File: config.mk
export PLATFORM = sky130hd
export DESIGN_NAME = tia_hsync_sequencer
export DESIGN_NICKNAME = d
export VERILOG_FILES = /design/src/rtl/tia_hsync_sequencer.sv
export SDC_FILE = /design/constraint.sdc
export NUM_CORES = 1
export LEC_CHECK = 0
export BUFFER_PORTS_ARGS = -buffer_cell sky130_fd_sc_hd__clkbuf_2
export CELL_PAD_IN_SITES_DETAIL_PLACEMENT = 0
export CELL_PAD_IN_SITES_GLOBAL_PLACEMENT = 1
export CORE_MARGIN = 2
export CORE_UTILIZATION = 34
export DETAILED_ROUTE_END_ITERATION = 6
export GPL_TIMING_DRIVEN = 0
export PLACE_DENSITY_LB_ADDON = 0.3
export SETUP_SLACK_MARGIN = 0.5
export SYNTH_ARGS = -nofsm -noshare
export SYNTH_HDL_FRONTEND = slang
export SYNTH_SLANG_ARGS = --single-unit
File: constraint.sdc
create_clock -name clk -period 3.8 [get_ports clk]
set_clock_uncertainty 0.2 [all_clocks]
set_input_delay 0.57 -clock clk [delete_from_list [all_inputs] [get_ports clk]]
set_output_delay 0.57 -clock clk [all_outputs]
set_load 0.005 [all_outputs]
File: src/rtl/tia_hsync_sequencer.sv
`default_nettype none
// +----------------------------------------------------------------------------+
// | Module      : tia_hsync_sequencer                                          |
// | Description : Horizontal-timing controller for the TIA core. Divides the   |
// |               colour clock into phi1/phi2 biphase strobes, steps a 6-bit   |
// |               XNOR LFSR horizontal counter once per biphase period, decodes |
// |               HSYNC / HBLANK / colour-burst, drives CPU RDY for WSYNC and   |
// |               restarts the line on RSYNC.                                  |
// | Ports       : clk        in  colour clock, all state changes on posedge    |
// |               rl         in  asynchronous reset, active low                |
// |               rsync      in  one-clk strobe, restart line                  |
// |               wsync      in  one-clk strobe, halt CPU until next line      |
// |               hmove      in  one-clk strobe, mark line as HMOVE            |
// |               phi1/phi2  out biphase strobes, each high one clk in four    |
// |               hcount     out LFSR counter state (6 bit)                    |
// |               hindex     out binary line index 0..LINE_LEN-1 (6 bit)       |
// |               hsync, hblank, cburst  out line event windows                |
// |               rdy        out CPU ready, low = halted                       |
// |               line_start out one-clk pulse when the index returns to 0     |
// | Options     : TIA_LATE_HBLANK_EN - when defined, hmove extends hblank to   |
// |               LRHB_IDX on the marked line; otherwise hmove is ignored.     |
// | Revision    : 1.0 - initial release                                        |
// +----------------------------------------------------------------------------+
module tia_hsync_sequencer #(
    parameter int LINE_LEN = 57,
    parameter int SHS_IDX  = 4,
    parameter int RHS_IDX  = 8,
    parameter int RCB_IDX  = 12,
    parameter int RHB_IDX  = 16,
    parameter int LRHB_IDX = 18
) (
    input  logic       clk,
    input  logic       rl,
    input  logic       rsync,
    input  logic       wsync,
    input  logic       hmove,
    output logic       phi1,
    output logic       phi2,
    output logic [5:0] hcount,
    output logic [5:0] hindex,
    output logic       hsync,
    output logic       hblank,
    output logic       cburst,
    output logic       rdy,
    output logic       line_start
);

    localparam logic [5:0] C_LAST_IDX = 6'(LINE_LEN - 1);
    localparam logic [5:0] C_SHS_IDX  = 6'(SHS_IDX);
    localparam logic [5:0] C_RHS_IDX  = 6'(RHS_IDX);
    localparam logic [5:0] C_RCB_IDX  = 6'(RCB_IDX);
    localparam logic [5:0] C_RHB_IDX  = 6'(RHB_IDX);
    localparam logic [5:0] C_LRHB_IDX = 6'(LRHB_IDX);

    logic [1:0] ph_q, ph_d;
    logic       phi1_q, phi1_d;
    logic       phi2_q, phi2_d;
    logic [5:0] hcount_q, hcount_d;
    logic [5:0] hindex_q, hindex_d;
    logic       hsync_q, hsync_d;
    logic       hblank_q, hblank_d;
    logic       cburst_q, cburst_d;
    logic       rdy_q, rdy_d;
    logic       line_start_q, line_start_d;
    logic       w_late;
    logic       w_step;

`ifdef TIA_LATE_HBLANK_EN
    logic late_q, late_d;
    assign w_late = late_q;
`else
    logic w_unused_hmove;
    assign w_late         = 1'b0;
    assign w_unused_hmove = hmove;
`endif

    // The counter advances on the last clock of each biphase period (after phi2).
    assign w_step = (ph_q == 2'd3);

    always_comb begin
        ph_d         = ph_q + 2'd1;
        hcount_d     = hcount_q;
        hindex_d     = hindex_q;
        hsync_d      = hsync_q;
        hblank_d     = hblank_q;
        cburst_d     = cburst_q;
        rdy_d        = rdy_q;
        line_start_d = 1'b0;
`ifdef TIA_LATE_HBLANK_EN
        late_d       = late_q;
`endif

        if (w_step) begin
            if (hindex_q == C_LAST_IDX) begin
                hcount_d     = 6'd0;
                hindex_d     = 6'd0;
                line_start_d = 1'b1;
            end else begin
                hcount_d = {hcount_q[4:0], ~(hcount_q[5] ^ hcount_q[4])};
                hindex_d = hindex_q + 6'd1;
            end

            // Event decode keys off the index being entered, not the one left.
            if (hindex_d == 6'd0) begin
                hblank_d = 1'b1;
`ifdef TIA_LATE_HBLANK_EN
                late_d   = 1'b0;
`endif
            end
            if (hindex_d == C_SHS_IDX) begin
                hsync_d = 1'b1;
            end
            if (hindex_d == C_RHS_IDX) begin
                hsync_d  = 1'b0;
                cburst_d = 1'b1;
            end
            if (hindex_d == C_RCB_IDX) begin
                cburst_d = 1'b0;
            end
            if ((hindex_d == C_RHB_IDX) && !w_late) begin
                hblank_d = 1'b0;
            end
            if ((hindex_d == C_LRHB_IDX) && w_late) begin
                hblank_d = 1'b0;
            end
        end

`ifdef TIA_LATE_HBLANK_EN
        // Placed after the wrap clear so an HMOVE on the wrap edge marks the new line.
        if (hmove) begin
            late_d = 1'b1;
        end
`endif

        // Line restart overrides any step or wrap on the same edge.
        if (rsync) begin
            ph_d         = 2'd0;
            hcount_d     = 6'd0;
            hindex_d     = 6'd0;
            hblank_d     = 1'b1;
            hsync_d      = 1'b0;
            cburst_d     = 1'b0;
            line_start_d = 1'b1;
`ifdef TIA_LATE_HBLANK_EN
            late_d       = 1'b0;
`endif
        end

        // A WSYNC landing on the line_start cycle must wait for the next line.
        if (wsync) begin
            rdy_d = 1'b0;
        end else if (line_start_q) begin
            rdy_d = 1'b1;
        end

        phi1_d = (ph_d == 2'd0);
        phi2_d = (ph_d == 2'd2);
    end

    always_ff @(posedge clk or negedge rl) begin
        if (!rl) begin
            ph_q         <= 2'd0;
            phi1_q       <= 1'b1;
            phi2_q       <= 1'b0;
            hcount_q     <= 6'd0;
            hindex_q     <= 6'd0;
            hsync_q      <= 1'b0;
            hblank_q     <= 1'b1;
            cburst_q     <= 1'b0;
            rdy_q        <= 1'b1;
            line_start_q <= 1'b0;
        end else begin
            ph_q         <= ph_d;
            phi1_q       <= phi1_d;
            phi2_q       <= phi2_d;
            hcount_q     <= hcount_d;
            hindex_q     <= hindex_d;
            hsync_q      <= hsync_d;
            hblank_q     <= hblank_d;
            cburst_q     <= cburst_d;
            rdy_q        <= rdy_d;
            line_start_q <= line_start_d;
        end
    end

`ifdef TIA_LATE_HBLANK_EN
    always_ff @(posedge clk or negedge rl) begin
        if (!rl) begin
            late_q <= 1'b0;
        end else begin
            late_q <= late_d;
        end
    end
`endif

    assign phi1       = phi1_q;
    assign phi2       = phi2_q;
    assign hcount     = hcount_q;
    assign hindex     = hindex_q;
    assign hsync      = hsync_q;
    assign hblank     = hblank_q;
    assign cburst     = cburst_q;
    assign rdy        = rdy_q;
    assign line_start = line_start_q;

endmodule
`default_nettype wire

==> qor.txt <==
Die Width -> 59.3 um
Die ar. -> 3520 um2
Hold Fails Final Rpt -> 0
worst slack at placement -> 1.68 ns
Mapped Area -> 1040 um2
Top Ports -> 24
Pwr Density -> 308 nW/um2
achievable frequency -> 462 MHz
Worst Setup Start Kind -> flip-flop
Worst-Skew Late Latency -> 0.30 ns
port buffer count -> 22
# DRC -> 0
routed wire length -> 2210 um
gate count of the mapped netlist -> 106
Post-CTS Setup Inserts -> 0
Worst-path clk slew -> 0.12 ns
Max FO, Critical Path -> 8
vias per inst -> 5.06
worst path required time -> 3.81 ns
Mean Syn Cell Area -> 9.82 um2
first-pass GRT wire length -> 3640 um
fillers -> 306
area of the core -> 2980 um2
CTS tree -> done
CTS HTree Levels -> 1
most common cell after layout, fill and taps aside -> clkbuf_2
post-CTS resize count -> 0
cts hold-fix bufs -> 0
Detail Placement HPWL -> 1600 um
TritonRoute pass-1 iters -> 4
Clock Path Buffers -> 2
grt ovf -> 0
share of cells above drive strength 1 -> 25.8%
final clock period utilization by the worst path -> 56.9%
VDD IR max -> 174 uV
Slew headroom -> 65.6%
CTS Buf Count -> 3
Overall Global Routing Usage -> 13.8%
WP data arrival -> 2.17 ns
Initial Util -> 35.0%
Area Growth Syn to Fin -> 17.2%
yosys warns -> 0
register area share after synthesis -> 50.8%
n_diodes -> 0
Worst setup EP type -> flip-flop
minimum clock period -> 2.16 ns
status -> finished, final reports clean
most frequent cells in the layout -> clkbuf_2 (22), dfrtp_1 (18), a21oi_1 (11), nor2_1 (9), nand3_1 (9)
Worst Tran Pin Value -> 0.516 ns
Chip Height -> 59.3 um
MaxCap Viol Count -> 0
Antenna Violating Nets Remaining -> 0
origin of the worst setup path -> hindex[0]$_DFFE_PN0P_
vias in the first global route -> 781
Site Rows -> 20
RSZ-0062 raised after global routing -> no
gpl congestion -> 0.751
Setup WS post-layout -> 1.64 ns
Tot Pwr -> 0.376 mW
WS Path Type -> reg2reg
largest net degree at the start of global routing -> 22
Sink Count -> 21
Final Max Slew Viols -> 0
static leakage -> 0.560 nW
Netlist cell types -> 32
# setup viols final -> 0
clock root cell -> clkbuf_4
Synthesized Nets -> 114
initial antenna violation count -> 0
Final #Nets -> 141
Synth Register Bits -> 21
r2r startpoint -> hindex[0]$_DFFE_PN0P_
Total Negative Setup Slacks -> 0 ns
vias -> 835
min-delay worst type -> in2async
post-DR wirelength/cell -> 13.4 um
initial drt markers -> 30
cell usage after synthesis:
master    count  area [um2]
ha_1          3        37.5
nor2b_1       1        6.26
nand3b_1      2        15.0
or2_1         1        6.26
and2_1        1        6.26
nor3_1        1        5.00
nand2_1       7        26.3
a21oi_1      11        55.1
or2b_1        1        7.51
xor2_1        1        8.76
o311ai_1      1        8.76
dfstp_2       3        78.8
nor2_1        9        33.8
nor3_2        1        10.0
nand2b_1      8        50.1
buf_6         1        11.3
o32a_1        1        10.0
inv_1         5        18.8
o21ai_0       3        15.0
a21o_1        2        15.0
buf_2         1        5.00
o221a_2       1        11.3
clkbuf_1      3        11.3
nor4b_1       1        8.76
mux2i_1       2        20.0
a21bo_2       1        10.0
nand4b_1      1        8.76
xnor2_1       3        26.3
a31oi_1       1        6.26
dfrtp_1      18         450
nand3_1       9        45.0
nand4_1       2        12.5
cell families after synthesis:
| kind of cell | Yosys count | synth area share, % |
|---|---|---|
| AOI/OAI and AO/OA | 21 | 12.6 |
| adders and majority gates | 3 | 3.61 |
| buffers and inverters | 10 | 4.45 |
| and+or+nand+nor | 45 | 23.2 |
| xor gates and xnor gates | 4 | 3.37 |
| muxes | 2 | 1.92 |
| DFF | 21 | 50.8 |
report_power, final:
group	leakage, nW	internal (mW)	switching (mW)
logic	0.265	0.0119	0.0194
registers	0.278	0.231	0.00361
clock network	0.0177	0.0392	0.0706
total	0.560	0.282	0.0935
stage by stage:
step / instance area (um2) / instances / utilization, % / hold WS (ns)
5_1_grt: 1220 / 165 / 41.0 / 0.0404
6_report: 1220 / 165 / 41.0 / 0.0104
2_1_floorplan: 1040 / 106 / - / 0.0744
3_5_place_dp: 1190 / 161 / 40.0 / 0.251
3_3_place_gp: 1190 / 161 / 40.0 / 0.249
4_1_cts: 1220 / 165 / 41.0 / 0.0325
critical path: stages, from the launching register on:
cell and delay (ns):
dfrtp_1 0.46, inv_1 0.13, ha_1 0.20, nand4_1 0.15, or2_1 0.26, buf_6 0.14
o32a_1 0.22, o311ai_1 0.32
final cells by class:
class	instances	area, um2	share of cell area (%)
Sequential cell	21	529	43.4
Timing Repair Buffer	22	110	9.03
Buffer	5	27.5	2.26
Multi-Input combinational cell	75	465	38.2
Clock buffer	3	22.5	1.85
Clock inverter	1	5.00	0.410
Inverter	5	18.8	1.54
Tap cell	33	41.3	3.38
sequential cells by signal, indices dropped and copies added (netlist names):
name,cells
cburst,1
line_start,1
ph_q,2
phi2,1
hsync,1
rdy,1
hindex,6
hblank,1
phi1,1
hcount,6
worst paths after layout:
| path | end | slack [ns] | cells after the start |
|---|---|---|---|
| max | hblank$_DFFE_PN1P_ | 1.64 | 7 |
| min | hindex[1]$_DFFE_PN0P_ | 0.01 | 1 |
| max reg2reg | hblank$_DFFE_PN1P_ | 1.64 | 7 |
| min reg2reg | ph_q[0]$_DFF_PN0_ | 0.27 | 1 |
| max in group asynchronous | rdy$_DFFE_PN1P_ | 3.03 | 1 |
| min in group clk | rdy$_DFFE_PN1P_ | 0.17 | 2 |
per-layer routing:
| layer | global-route usage [%] | vias up | wire length [um] |
|---|---|---|---|
| met5 | 0 | - | 0 |
| met1 | 19.1 | 401 | 1060 |
| met2 | 21.5 | 14 | 1070 |
| met3 | 2.84 | 2 | 64 |
| li1 | - | 418 | - |
| met4 | 4.87 | 0 | 17 |
Note: power is estimated with default switching activity, not from simulation.
